--- config.mk ---
export PLATFORM = sky130hd
export DESIGN_NAME = dmem_read_initiator
export DESIGN_NICKNAME = d
export VERILOG_FILES = /design/src/rtl/dmem_bus_pkg.sv /design/src/rtl/dmem_timeout_counter.sv /design/src/rtl/dmem_read_initiator.sv
export SDC_FILE = /design/constraint.sdc
export NUM_CORES = 1
export LEC_CHECK = 0
export ABC_AREA = 1
export CELL_PAD_IN_SITES_DETAIL_PLACEMENT = 2
export CELL_PAD_IN_SITES_GLOBAL_PLACEMENT = 2
export CORE_UTILIZATION = 25
export CTS_CLUSTER_SIZE = 10
export DETAILED_ROUTE_END_ITERATION = 12
export PLACE_DENSITY_LB_ADDON = 0.12
export SLEW_MARGIN = 40
export SYNTH_ARGS = -nofsm -noshare
export SYNTH_HDL_FRONTEND = slang
export SYNTH_SLANG_ARGS = --single-unit
--- constraint.sdc ---
create_clock -name clk -period 1.7 [get_ports clk]
set_clock_uncertainty 0.05 [all_clocks]
set_input_delay 0.255 -clock clk [delete_from_list [all_inputs] [get_ports clk]]
set_output_delay 0.255 -clock clk [all_outputs]
set_load 0.01 [all_outputs]
--- src/rtl/dmem_bus_pkg.sv ---
// Shared definitions for the data-memory read bus: state encoding and default widths.
package dmem_bus_pkg;

    localparam int DEFAULT_ADDR_W         = 32;
    localparam int DEFAULT_DATA_W         = 32;
    localparam int DEFAULT_TIMEOUT_CYCLES = 64;
    localparam int DEFAULT_CNT_W          = 7;

    typedef enum logic [1:0] {
        ST_IDLE            = 2'b00,
        ST_WAIT_READY_HIGH = 2'b01,
        ST_WAIT_READY_LOW  = 2'b10
    } dmem_state_e;

endpackage

--- src/rtl/dmem_timeout_counter.sv ---
// Per-phase wait counter: cleared on phase change, flags the last allowed cycle.
module dmem_timeout_counter #(
    parameter int TIMEOUT_CYCLES = 64,
    parameter int CNT_W          = 7
) (
    input  logic clk,
    input  logic reset,
    input  logic i_clear,
    input  logic i_enable,
    output logic o_expired
);

    localparam logic [CNT_W-1:0] LP_LAST = CNT_W'(TIMEOUT_CYCLES - 1);

    logic [CNT_W-1:0] r_count;

    always_ff @(posedge clk or negedge reset) begin
        if (!reset) begin
            r_count <= '0;
        end else if (i_clear) begin
            r_count <= '0;
        end else if (i_enable) begin
            r_count <= r_count + 1'b1;
        end
    end

    assign o_expired = (r_count == LP_LAST);

endmodule

--- src/rtl/dmem_read_initiator.sv ---
// Read initiator driving the four-phase Read/Ready handshake toward data memory,
// returning captured data or a timeout error to the requester.
module dmem_read_initiator
    import dmem_bus_pkg::*;
#(
    parameter int ADDR_W         = DEFAULT_ADDR_W,
    parameter int DATA_W         = DEFAULT_DATA_W,
    parameter int TIMEOUT_CYCLES = DEFAULT_TIMEOUT_CYCLES,
    parameter int CNT_W          = DEFAULT_CNT_W
) (
    input  logic              clk,
    input  logic              reset,
    // Request handshake: a request transfers on a rising edge where req_valid
    // and req_ready are both 1; req_addr must be stable while req_valid is high.
    // rsp_valid is a one-cycle pulse with no backpressure.
    input  logic              req_valid,
    input  logic [ADDR_W-1:0] req_addr,
    output logic              req_ready,
    output logic              rsp_valid,
    output logic [DATA_W-1:0] rsp_data,
    output logic              rsp_error,
    output logic              Bus_DataMem_Read,
    output logic [ADDR_W-1:0] Bus_DataMem_Address,
    input  logic              Bus_DataMem_Ready,
    input  logic [DATA_W-1:0] Bus_DataMem_In,
    output logic [1:0]        dbg_state
);

    dmem_state_e       r_state;
    dmem_state_e       w_state_nxt;
    logic              w_accept;
    logic              w_capture;
    logic              w_timeout;
    logic              w_cnt_enable;
    logic              w_cnt_clear;
    logic              w_expired;
    logic              w_req_ready;
    logic              r_read;
    logic [ADDR_W-1:0] r_addr;
    logic              r_rsp_valid;
    logic [DATA_W-1:0] r_rsp_data;
    logic              r_rsp_error;

    always_ff @(posedge clk or negedge reset) begin
        if (!reset) begin
            r_state <= ST_IDLE;
        end else begin
            r_state <= w_state_nxt;
        end
    end

    always_comb begin
        w_state_nxt  = r_state;
        w_accept     = 1'b0;
        w_capture    = 1'b0;
        w_timeout    = 1'b0;
        w_cnt_enable = 1'b0;
        w_req_ready  = 1'b0;
        case (r_state)
            ST_IDLE: begin
                w_req_ready = 1'b1;
                if (req_valid) begin
                    w_accept    = 1'b1;
                    w_state_nxt = ST_WAIT_READY_HIGH;
                end
            end
            ST_WAIT_READY_HIGH: begin
                w_cnt_enable = 1'b1;
                // Ready takes priority over an expiring counter on the same edge.
                if (Bus_DataMem_Ready) begin
                    w_capture   = 1'b1;
                    w_state_nxt = ST_WAIT_READY_LOW;
                end else if (w_expired) begin
                    w_timeout   = 1'b1;
                    w_state_nxt = ST_WAIT_READY_LOW;
                end
            end
            ST_WAIT_READY_LOW: begin
                w_cnt_enable = 1'b1;
                if (!Bus_DataMem_Ready || w_expired) begin
                    w_state_nxt = ST_IDLE;
                end
            end
            default: begin
                w_state_nxt = ST_IDLE;
            end
        endcase
    end

    assign w_cnt_clear = (w_state_nxt != r_state) || !w_cnt_enable;

    dmem_timeout_counter #(
        .TIMEOUT_CYCLES (TIMEOUT_CYCLES),
        .CNT_W          (CNT_W)
    ) u_timeout (
        .clk       (clk),
        .reset     (reset),
        .i_clear   (w_cnt_clear),
        .i_enable  (w_cnt_enable),
        .o_expired (w_expired)
    );

    always_ff @(posedge clk or negedge reset) begin
        if (!reset) begin
            r_read      <= 1'b0;
            r_addr      <= '0;
            r_rsp_valid <= 1'b0;
            r_rsp_data  <= '0;
            r_rsp_error <= 1'b0;
        end else begin
            r_read      <= (w_state_nxt == ST_WAIT_READY_HIGH);
            r_rsp_valid <= w_capture || w_timeout;
            if (w_accept) begin
                r_addr <= req_addr;
            end
            if (w_capture) begin
                r_rsp_data  <= Bus_DataMem_In;
                r_rsp_error <= 1'b0;
            end else if (w_timeout) begin
                r_rsp_data  <= '0;
                r_rsp_error <= 1'b1;
            end
        end
    end

    assign req_ready           = w_req_ready;
    assign rsp_valid           = r_rsp_valid;
    assign rsp_data            = r_rsp_data;
    assign rsp_error           = r_rsp_error;
    assign Bus_DataMem_Read    = r_read;
    assign Bus_DataMem_Address = r_addr;
    assign dbg_state           = r_state;

endmodule

==> key figures, run 1 <==
Logic synthesis
  • Synth top area share: 0.6452
  • Net Count, Synth: 288
  • Area of the mapped netlist: 2948 sq um
  • Distinct cell type count after synthesis: 21
  • Post-synthesis async set-or-reset flop share: 1.000
  • Most instantiated library cell after synthesis: dfrtp_1
  • Ys Warns: 0
  • Sequential fraction of the synthesis area: 0.6452
  • Main synth FF type: dfrtp_1
  • Number of synthesized register bits: 76
  • Synth top cells by count: 76 x dfrtp_1, 32 x a22o_1, 32 x mux2_2, 14 x inv_1, 12 x nand2_1
  • Avg Inst Size Synth: 13.71 sq um
  • Ranking of synthesized cells by area: dfrtp_1 65%, mux2_2 12%, a22o_1 9.5%, ha_1 2.1%, inv_1 1.8%
  • Post-synth EDFFs: 0
  • Cells after Synth: 215
  • Cell taking the most area after synthesis: dfrtp_1

Die
  • Row cnt: 39
  • Top Ports: 138
  • Core Area: 11,470 sq um
  • Initial Util: 0.2571
  • Full die area: 12,230 sq um
  • Die width: 110.6 um
  • Die Ht: 110.6 um

Routing
  • Routed via count: 2,354
  • Post-DR vias/cell: 4.467
  • WL/cell: 17.08 um
  • Final ANT Viol Nets: 0
  • Initial DRT Pass Iterations: 4
  • Initial DRC count: 39
  • Total wire length: 8999 um
  • Drt drc: 0

Power
  • Pwr Density: 1832 nW/um^2
  • Lkg Pwr: 2.242 nW
  • Max IR drop VDD: 0.8344 mV

Final layout
  • Antenna diodes: 0
  • Fin util: 0.4472
  • Reg area: 1902 sq um
  • Area occupied by multi-input gates: 1047 sq um
  • Fraction of layout cells with a size suffix above 1: 0.2708
  • Fill cells: 1,170
  • Nets: 452
  • Layout area overhead: 73.98%

CTS
  • Skew-Pair Late Insertion Delay: 0.33 ns
  • Clock buffer depth: 2
  • Clock tree from TritonCTS: yes
  • CTS sink cnt: 76
  • H-tree lvl count: 3
  • Clock transition at the registers of the reported paths: 0.06 ns
  • Clock root cell: clkbuf_16
  • Cts bufs inserted: 9

Run
  • Max-Cap Viols: 0

Global routing
  • Total grt overflow: 0
  • GRT Util Overall: 0.1509
  • Initial antenna violation count: 0
  • Vias in the first global route: 2,654
  • Largest net degree at the start of global routing: 33
  • Wire length of the first global-routing pass: 14,190 um

Worst setup path
  • R2r startpoint: u_timeout.r_count[1]
  • CP required: 1.91 ns
  • WP data arrival: 1.88 ns
  • FF-to-FF path depth: 12
  • Startpoint Class: flop
  • Critical R2R Capture: u_timeout.r_count[2]
  • Crit end category: flop
  • Setup Crit Path Kind: flop to flop
  • CP Max Fanout: 7
  • R2r setup slk: 0.03 ns

Min path
  • Hold Path Class: primary input to async pin

Place
  • Port bufs: 137
  • Detail Placement HPWL: 6241 um
  • RePlAce Congestion: 0.7206
  • Setup WS pre-CTS: -0.08544 ns

Timing
  • Relative slew margins: 0.7038
  • Final Max Slew Viols: 0
  • Final-report hold violation count: 0
  • Slew @ Worst Pin: 0.4443 ns
  • Fin crit share: 0.9803
  • Fin crit period: 1.667 ns
  • Fmax: 0.6001 GHz
  • Final setup fails: 0
  • Unrepaired setup endpoints after global routing: true
  • Fin worst setup slack: 0.03349 ns
  • Setup TNS: 0 ns
  • Fin Hold WS: 0.3670 ns

Outcome
  • Status: completed
## registers in the layout, summed over array words and instances (netlist names)
name	cells
Bus_DataMem_Address	32
Bus_DataMem_Read	1
dbg_state	2
rsp_data	32
rsp_error	1
rsp_valid	1
u_timeout.r_count	7
## area by class of cell
cell class / count / share of cell area
sequential: 76 / 0.3708
timing repair buffer: 162 / 0.3206
multi-input combinational: 116 / 0.2042
clock buffer: 12 / 0.05001
tap: 143 / 0.03489
inverter: 14 / 0.01025
clock inverter: 4 / 0.009271
## placed cells by master, fill, tap and decap left out, types with 3 or more instances in the layout
| master | instances |
|---|---|
| a22o_1 | 32 |
| buf_12 | 6 |
| buf_4 | 17 |
| clkbuf_16 | 9 |
| clkdlybuf4s50_1 | 135 |
| dfrtp_1 | 76 |
| ha_4 | 3 |
| inv_1 | 10 |
| inv_2 | 4 |
| mux2_2 | 32 |
| nand2_1 | 8 |
| nand2_2 | 9 |
| nand3_1 | 4 |
| nor2_1 | 4 |
| nor2_2 | 8 |
| xnor2_1 | 3 |
## repair_timing
item,in CTS,in global routing
hold buffers,1,0
endpoints found under the setup margin,40,8
hold endpoints to repair,27,0
pin swaps,0,17
setup buffers,0,8
resized for setup,5,28
## stage by stage
step | cells | cell area [sq um] | power, W
after detailed placement | 502 | 4653 | 0.007202
after global placement | 502 | 4653 | 0.007100
final | 527 | 5129 | 0.009394
after global routing | 527 | 5129 | 0.009990
after floorplan | 215 | 2948 | 0.004721
after CTS | 519 | 4975 | 0.009261
## cells by family (layout without fill, tap and decap cells)
kind of cell | count (synthesis) | after routing | synth area share
AO/OA/AOI/OAI | 36 | 36 | 0.1027
XOR/XNOR | 5 | 5 | 0.01486
adder cells (fa/ha/maj) | 5 | 5 | 0.02122
buffers and inverters | 23 | 192 | 0.03056
flip-flops | 76 | 76 | 0.6452
multiplexers | 32 | 32 | 0.1222
AND/OR/NAND/NOR | 38 | 38 | 0.06324
## worst max-delay path by stage
stage,from,to,slack (ns),depth (start not counted)
final,u_timeout.r_count[1],u_timeout.r_count[2],0.03,12
after global routing,u_timeout.r_count[1],u_timeout.r_count[4],-0.11,10
after CTS,dbg_state[0],u_timeout.r_count[4],-0.05,12
after detailed placement,Bus_DataMem_Ready,u_timeout.r_count[0],-0.09,9
after global placement,Bus_DataMem_Ready,u_timeout.r_count[0],-0.02,9
after floorplan,dbg_state[0],u_timeout.r_count[0],0.01,10
## critical path, stage by stage, from the launching register on
cell and delay (ns):
dfrtp_1 0.39, ha_2 0.20, nand2_2 0.09, nor2_4 0.04
nand2_2 0.09, nand2_2 0.07, nand2_1 0.09, nand2_2 0.07
nand2_2 0.08, nand3_2 0.07, nand2_2 0.09, nand3_4 0.14
nor2_2 0.14
## per-layer routing
layer	wire, um	GRT usage	part of all wire	vias to the layer above
met3	686	0.06586	0.076	10
met5	0	0	0	-
met2	4763	0.2538	0.53	70
met4	116	0.05067	0.013	0
met1	3432	0.1705	0.38	1205
li1	-	-	-	1069
## report_power, final
part,internal (W),switching [W]
Combinational,0.00265,0.00176
Sequential,0.00261,0.000431
Clock,0.00121,0.000732
Power figures use the tool's default switching activity.
==> run 2, diff against run 1 <==
--- a/config.mk
+++ b/config.mk
@@ -6,13 +6,15 @@
 export NUM_CORES = 1
 export LEC_CHECK = 0
 export ABC_AREA = 1
+export CAP_MARGIN = 10
 export CELL_PAD_IN_SITES_DETAIL_PLACEMENT = 2
 export CELL_PAD_IN_SITES_GLOBAL_PLACEMENT = 2
-export CORE_UTILIZATION = 25
+export CORE_UTILIZATION = 26
 export CTS_CLUSTER_SIZE = 10
 export DETAILED_ROUTE_END_ITERATION = 12
 export PLACE_DENSITY_LB_ADDON = 0.12
 export SLEW_MARGIN = 40
 export SYNTH_ARGS = -nofsm -noshare
 export SYNTH_HDL_FRONTEND = slang
+export SYNTH_HIERARCHICAL = 1
 export SYNTH_SLANG_ARGS = --single-unit
==> run 2 against run 1 <==
  * The flow now finishes with violations (setup timing)
  * Count of clock-buffer cells in the layout is the same
  * Design area grew 12%
  * Fmax shrank 25%
  * Combinational power grew 14%
  * Utilization grew 1.0 points
  * First-iteration DRC count grew to 2.6 times the previous value
  * Total power grew 7.0%
  * Critical path type unchanged
  * Critical endpoint is now u_timeout/r_count[4]
==> key figures, run 2 <==
Timing
  • Fin worst setup slack: -0.5356 ns (was 0.03349 ns)
  • Relative slew margins: 0.7501 (was 0.7038)
  • Final-report hold violation count: 0 (unchanged)
  • Final setup fails: 7 (was 0)
  • Fin crit period: 2.236 ns (was 1.667 ns)
  • Final Max Slew Viols: 0 (unchanged)
  • Fin crit share: 1.315 (was 0.9803)
  • Fin Hold WS: 0.2399 ns (was 0.3670 ns)
  • Unrepaired setup endpoints after global routing: true (unchanged)
  • Setup TNS: -3.168 ns (was 0 ns)
  • Slew @ Worst Pin: 0.3749 ns (was 0.4443 ns)
  • Fmax: 0.4473 GHz (was 0.6001 GHz)

Final layout
  • Layout area overhead: 72.11% (was 73.98%)
  • Leading cell type in the layout, fill and taps excluded: clkdlybuf4s50_1 (unchanged)
  • Nets: 557 (was 452)
  • Fraction of layout cells with a size suffix above 1: 0.2781 (was 0.2708)
  • Most frequent cells in the layout: 133 x clkdlybuf4s50_1, 74 x dfrtp_1, 65 x nand3_1 (was 135 x clkdlybuf4s50_1, 76 x dfrtp_1, 32 x a22o_1, 32 x mux2_2, 17 x buf_4)
  • Antenna diodes: 0 (unchanged)
  • Non-Filler Instances: 661 (was 527)

Logic synthesis
  • Most instantiated library cell after synthesis: dfrtp_1 (unchanged)
  • Synth top area share: 0.5691 (was 0.6452)
  • Avg Inst Size Synth: 11.07 sq um (was 13.71 sq um)
  • Cell taking the most area after synthesis: dfrtp_1 (unchanged)
  • Number of synthesized register bits: 76 (unchanged)
  • Cells after Synth: 302 (was 215)
  • Net Count, Synth: 375 (was 288)
  • Ranking of synthesized cells by area: dfrtp_1 57%, mux2_4 13%, nand3_1 11%, nand2_1 6.3%, ha_1 1.9% (was dfrtp_1 65%, mux2_2 12%, a22o_1 9.5%, ha_1 2.1%, inv_1 1.8%)
  • Post-synth EDFFs: 0 (unchanged)
  • Area of the mapped netlist: 3342 sq um (was 2948 sq um)
  • Post-synthesis async set-or-reset flop share: 1.000 (unchanged)
  • Main synth FF type: dfrtp_1 (unchanged)
  • Synth top cells by count: 76 x dfrtp_1, 72 x nand3_1, 56 x nand2_1, 30 x mux2_4, 14 x inv_1 (was 76 x dfrtp_1, 32 x a22o_1, 32 x mux2_2, 14 x inv_1, 12 x nand2_1)
  • Ys Warns: 6 (was 0)
  • Sequential fraction of the synthesis area: 0.5691 (was 0.6452)
  • Distinct cell type count after synthesis: 25 (was 21)

CTS
  • Skew-Pair Late Insertion Delay: 0.34 ns (was 0.33 ns)
  • CTS sink cnt: 76 (unchanged)
  • Clock root cell: clkbuf_16 (unchanged)
  • H-tree lvl count: 3 (unchanged)
  • Clock transition at the registers of the reported paths: 0.06 ns (about the same)
  • Cts bufs inserted: 9 (unchanged)
  • Clock tree from TritonCTS: yes (unchanged)
  • Clock buffer depth: 2 (unchanged)

Die
  • Die width: 115.4 um (was 110.6 um)
  • Initial Util: 0.2659 (was 0.2571)
  • Top Ports: 138 (unchanged)
  • Die Ht: 115.4 um (was 110.6 um)
  • Full die area: 13,310 sq um (was 12,230 sq um)
  • Core Area: 12,570 sq um (was 11,470 sq um)
  • Row cnt: 41 (was 39)

Global routing
  • Total grt overflow: 0 (unchanged)
  • GRT Util Overall: 0.1732 (was 0.1509)
  • Largest net degree at the start of global routing: 46 (was 33)
  • Wire length of the first global-routing pass: 17,210 um (was 14,190 um)
  • Initial antenna violation count: 0 (unchanged)
  • Vias in the first global route: 3,262 (was 2,654)

Worst setup path
  • Setup Crit Path Kind: flop to flop (unchanged)
  • CP required: 1.88 ns (was 1.91 ns)
  • Crit end category: flop (unchanged)
  • Startpoint Class: flop (unchanged)
  • CP Max Fanout: 5 (was 7)
  • WP data arrival: 2.42 ns (was 1.88 ns)

Routing
  • Initial DRC count: 100 (was 39)
  • WL/cell: 17.08 um (about the same)
  • Final ANT Viol Nets: 0 (unchanged)
  • Initial DRT Pass Iterations: 4 (unchanged)
  • Total wire length: 11,290 um (was 8999 um)
  • Post-DR vias/cell: 4.514 (was 4.467)
  • Drt drc: 0 (unchanged)
  • Routed via count: 2,984 (was 2,354)

Run
  • Max-Cap Viols: 0 (unchanged)

Power
  • Total power: 0.01005 W (was 0.009394 W)
  • Max IR drop VDD: 0.7140 mV (was 0.8344 mV)
  • Lkg Pwr: 2.702 nW (was 2.242 nW)
  • Pwr Density: 1747 nW/um^2 (was 1832 nW/um^2)

Place
  • Placed insts: 628 (was 502)
  • Setup WS pre-CTS: -0.4352 ns (was -0.08544 ns)
  • Port bufs: 137 (unchanged)
  • RePlAce Congestion: 0.7338 (was 0.7206)
  • Detail Placement HPWL: 7575 um (was 6241 um)

Outcome
  • Status: finished with violations (was completed)
  • Failing checks: setup timing

Min path
  • Hold Path Class: primary input to async pin (unchanged)
[run 2: changes by cell type after synthesis, sizes merged, moves of 2 or more]
cell   previous run  this run
xnor2             3         0
o21ai             1         3
nand3             7        73
a21oi             2         4
a22o             32         0
nand4             0         2
buf               6        15
xor2              2         0
nand2            18        59
[run 2: cells by family after synthesis]
family | after synthesis | synth area share
and+or+nand+nor | 149 | 0.2067
DFF | 76 | 0.5691
buffers and inverters | 32 | 0.04904
muxes | 32 | 0.1415
AOI/OAI and AO/OA | 8 | 0.01498
adders and majority gates | 5 | 0.01872
[run 2: worst max-delay path, stage by stage, from the launching register on]
cell and delay (ns):
dfrtp_1 0.39, ha_4 0.16, nand2_4 0.06, nor4_4 0.28, inv_2 0.10, nand4_1 0.10
nand3_2 0.13, nand2_2 0.10, nand2_2 0.06, nand2_2 0.09, nand2_4 0.08, nor2_4 0.18
nor2_4 0.07, a21o_1 0.16, nand2_1 0.07, inv_1 0.05
[run 2: cell type report]
class | count | area [sq um]
Timing Repair Buffer | 188 | 1829
Clock buffer | 12 | 256.5
Tap cell | 172 | 215.2
Clock inverter | 4 | 47.55
Fill cell | 1324 | 6817
Sequential cell | 76 | 1904
Multi-Input combinational cell | 194 | 1435
Inverter | 15 | 63.81
[run 2: path summary, 6_finish.rpt]
| kind | depth (start not counted) | to | slack [ns] | start |
|---|---|---|---|---|
| max | 15 | u_timeout/r_count[4] | -0.54 | u_timeout/r_count[0] |
| min | 2 | Bus_DataMem_Address[12] | 0.24 | reset |
| max reg2reg | 15 | u_timeout/r_count[4] | -0.54 | u_timeout/r_count[0] |
| min reg2reg | 2 | rsp_data[6] | 0.45 | rsp_data[6] |
| max in group asynchronous | 3 | dbg_state[0] | 0.79 | reset |
| min in group clk | 3 | rsp_data[0] | 0.43 | Bus_DataMem_In[0] |
[run 2: stage by stage]
step                area, sq um    util
floorplan                  3406       -
global placement           5162  0.4108
detailed placement         5162  0.4108
CTS                        5589  0.4447
global route               5752  0.4576
finish                     5752  0.4576
[run 2: layer usage]
metal | global-route usage | routed length [um]
met5 | 0 | 0
met4 | 0.08312 | 212
met3 | 0.03005 | 431
met2 | 0.3058 | 5983
met1 | 0.2031 | 4661
[run 2: where the power goes]
group	internal, W	leakage [nW]	switching (W)	total (W)
Combinational	0.00292	1.62	0.00210	0.00502
Clock	0.00121	0.149	0.000762	0.00197
Sequential	0.00260	0.936	0.000454	0.00305
Total	0.00673	2.70	0.00332	0.0101
[run 2: what timing repair did]
| item | CTS | global route |
|---|---|---|
| cloned | 0 | 2 |
| setup buffers | 8 | 7 |
| pin swaps | 7 | 13 |
| hold buffers | 1 | 0 |
| endpoints found under the hold margin | 58 | 0 |
| gates resized for setup | 20 | 21 |
| endpoints found under the setup margin | 76 | 36 |
==> run 3, diff against run 2 <==
--- a/config.mk
+++ b/config.mk
@@ -6,7 +6,7 @@
 export NUM_CORES = 1
 export LEC_CHECK = 0
 export ABC_AREA = 1
-export CAP_MARGIN = 10
+export CAP_MARGIN = 20
 export CELL_PAD_IN_SITES_DETAIL_PLACEMENT = 2
 export CELL_PAD_IN_SITES_GLOBAL_PLACEMENT = 2
 export CORE_UTILIZATION = 26
==> results of run 3 <==
Same layout as run 2: the final DEF is identical, and so are final timing and power.
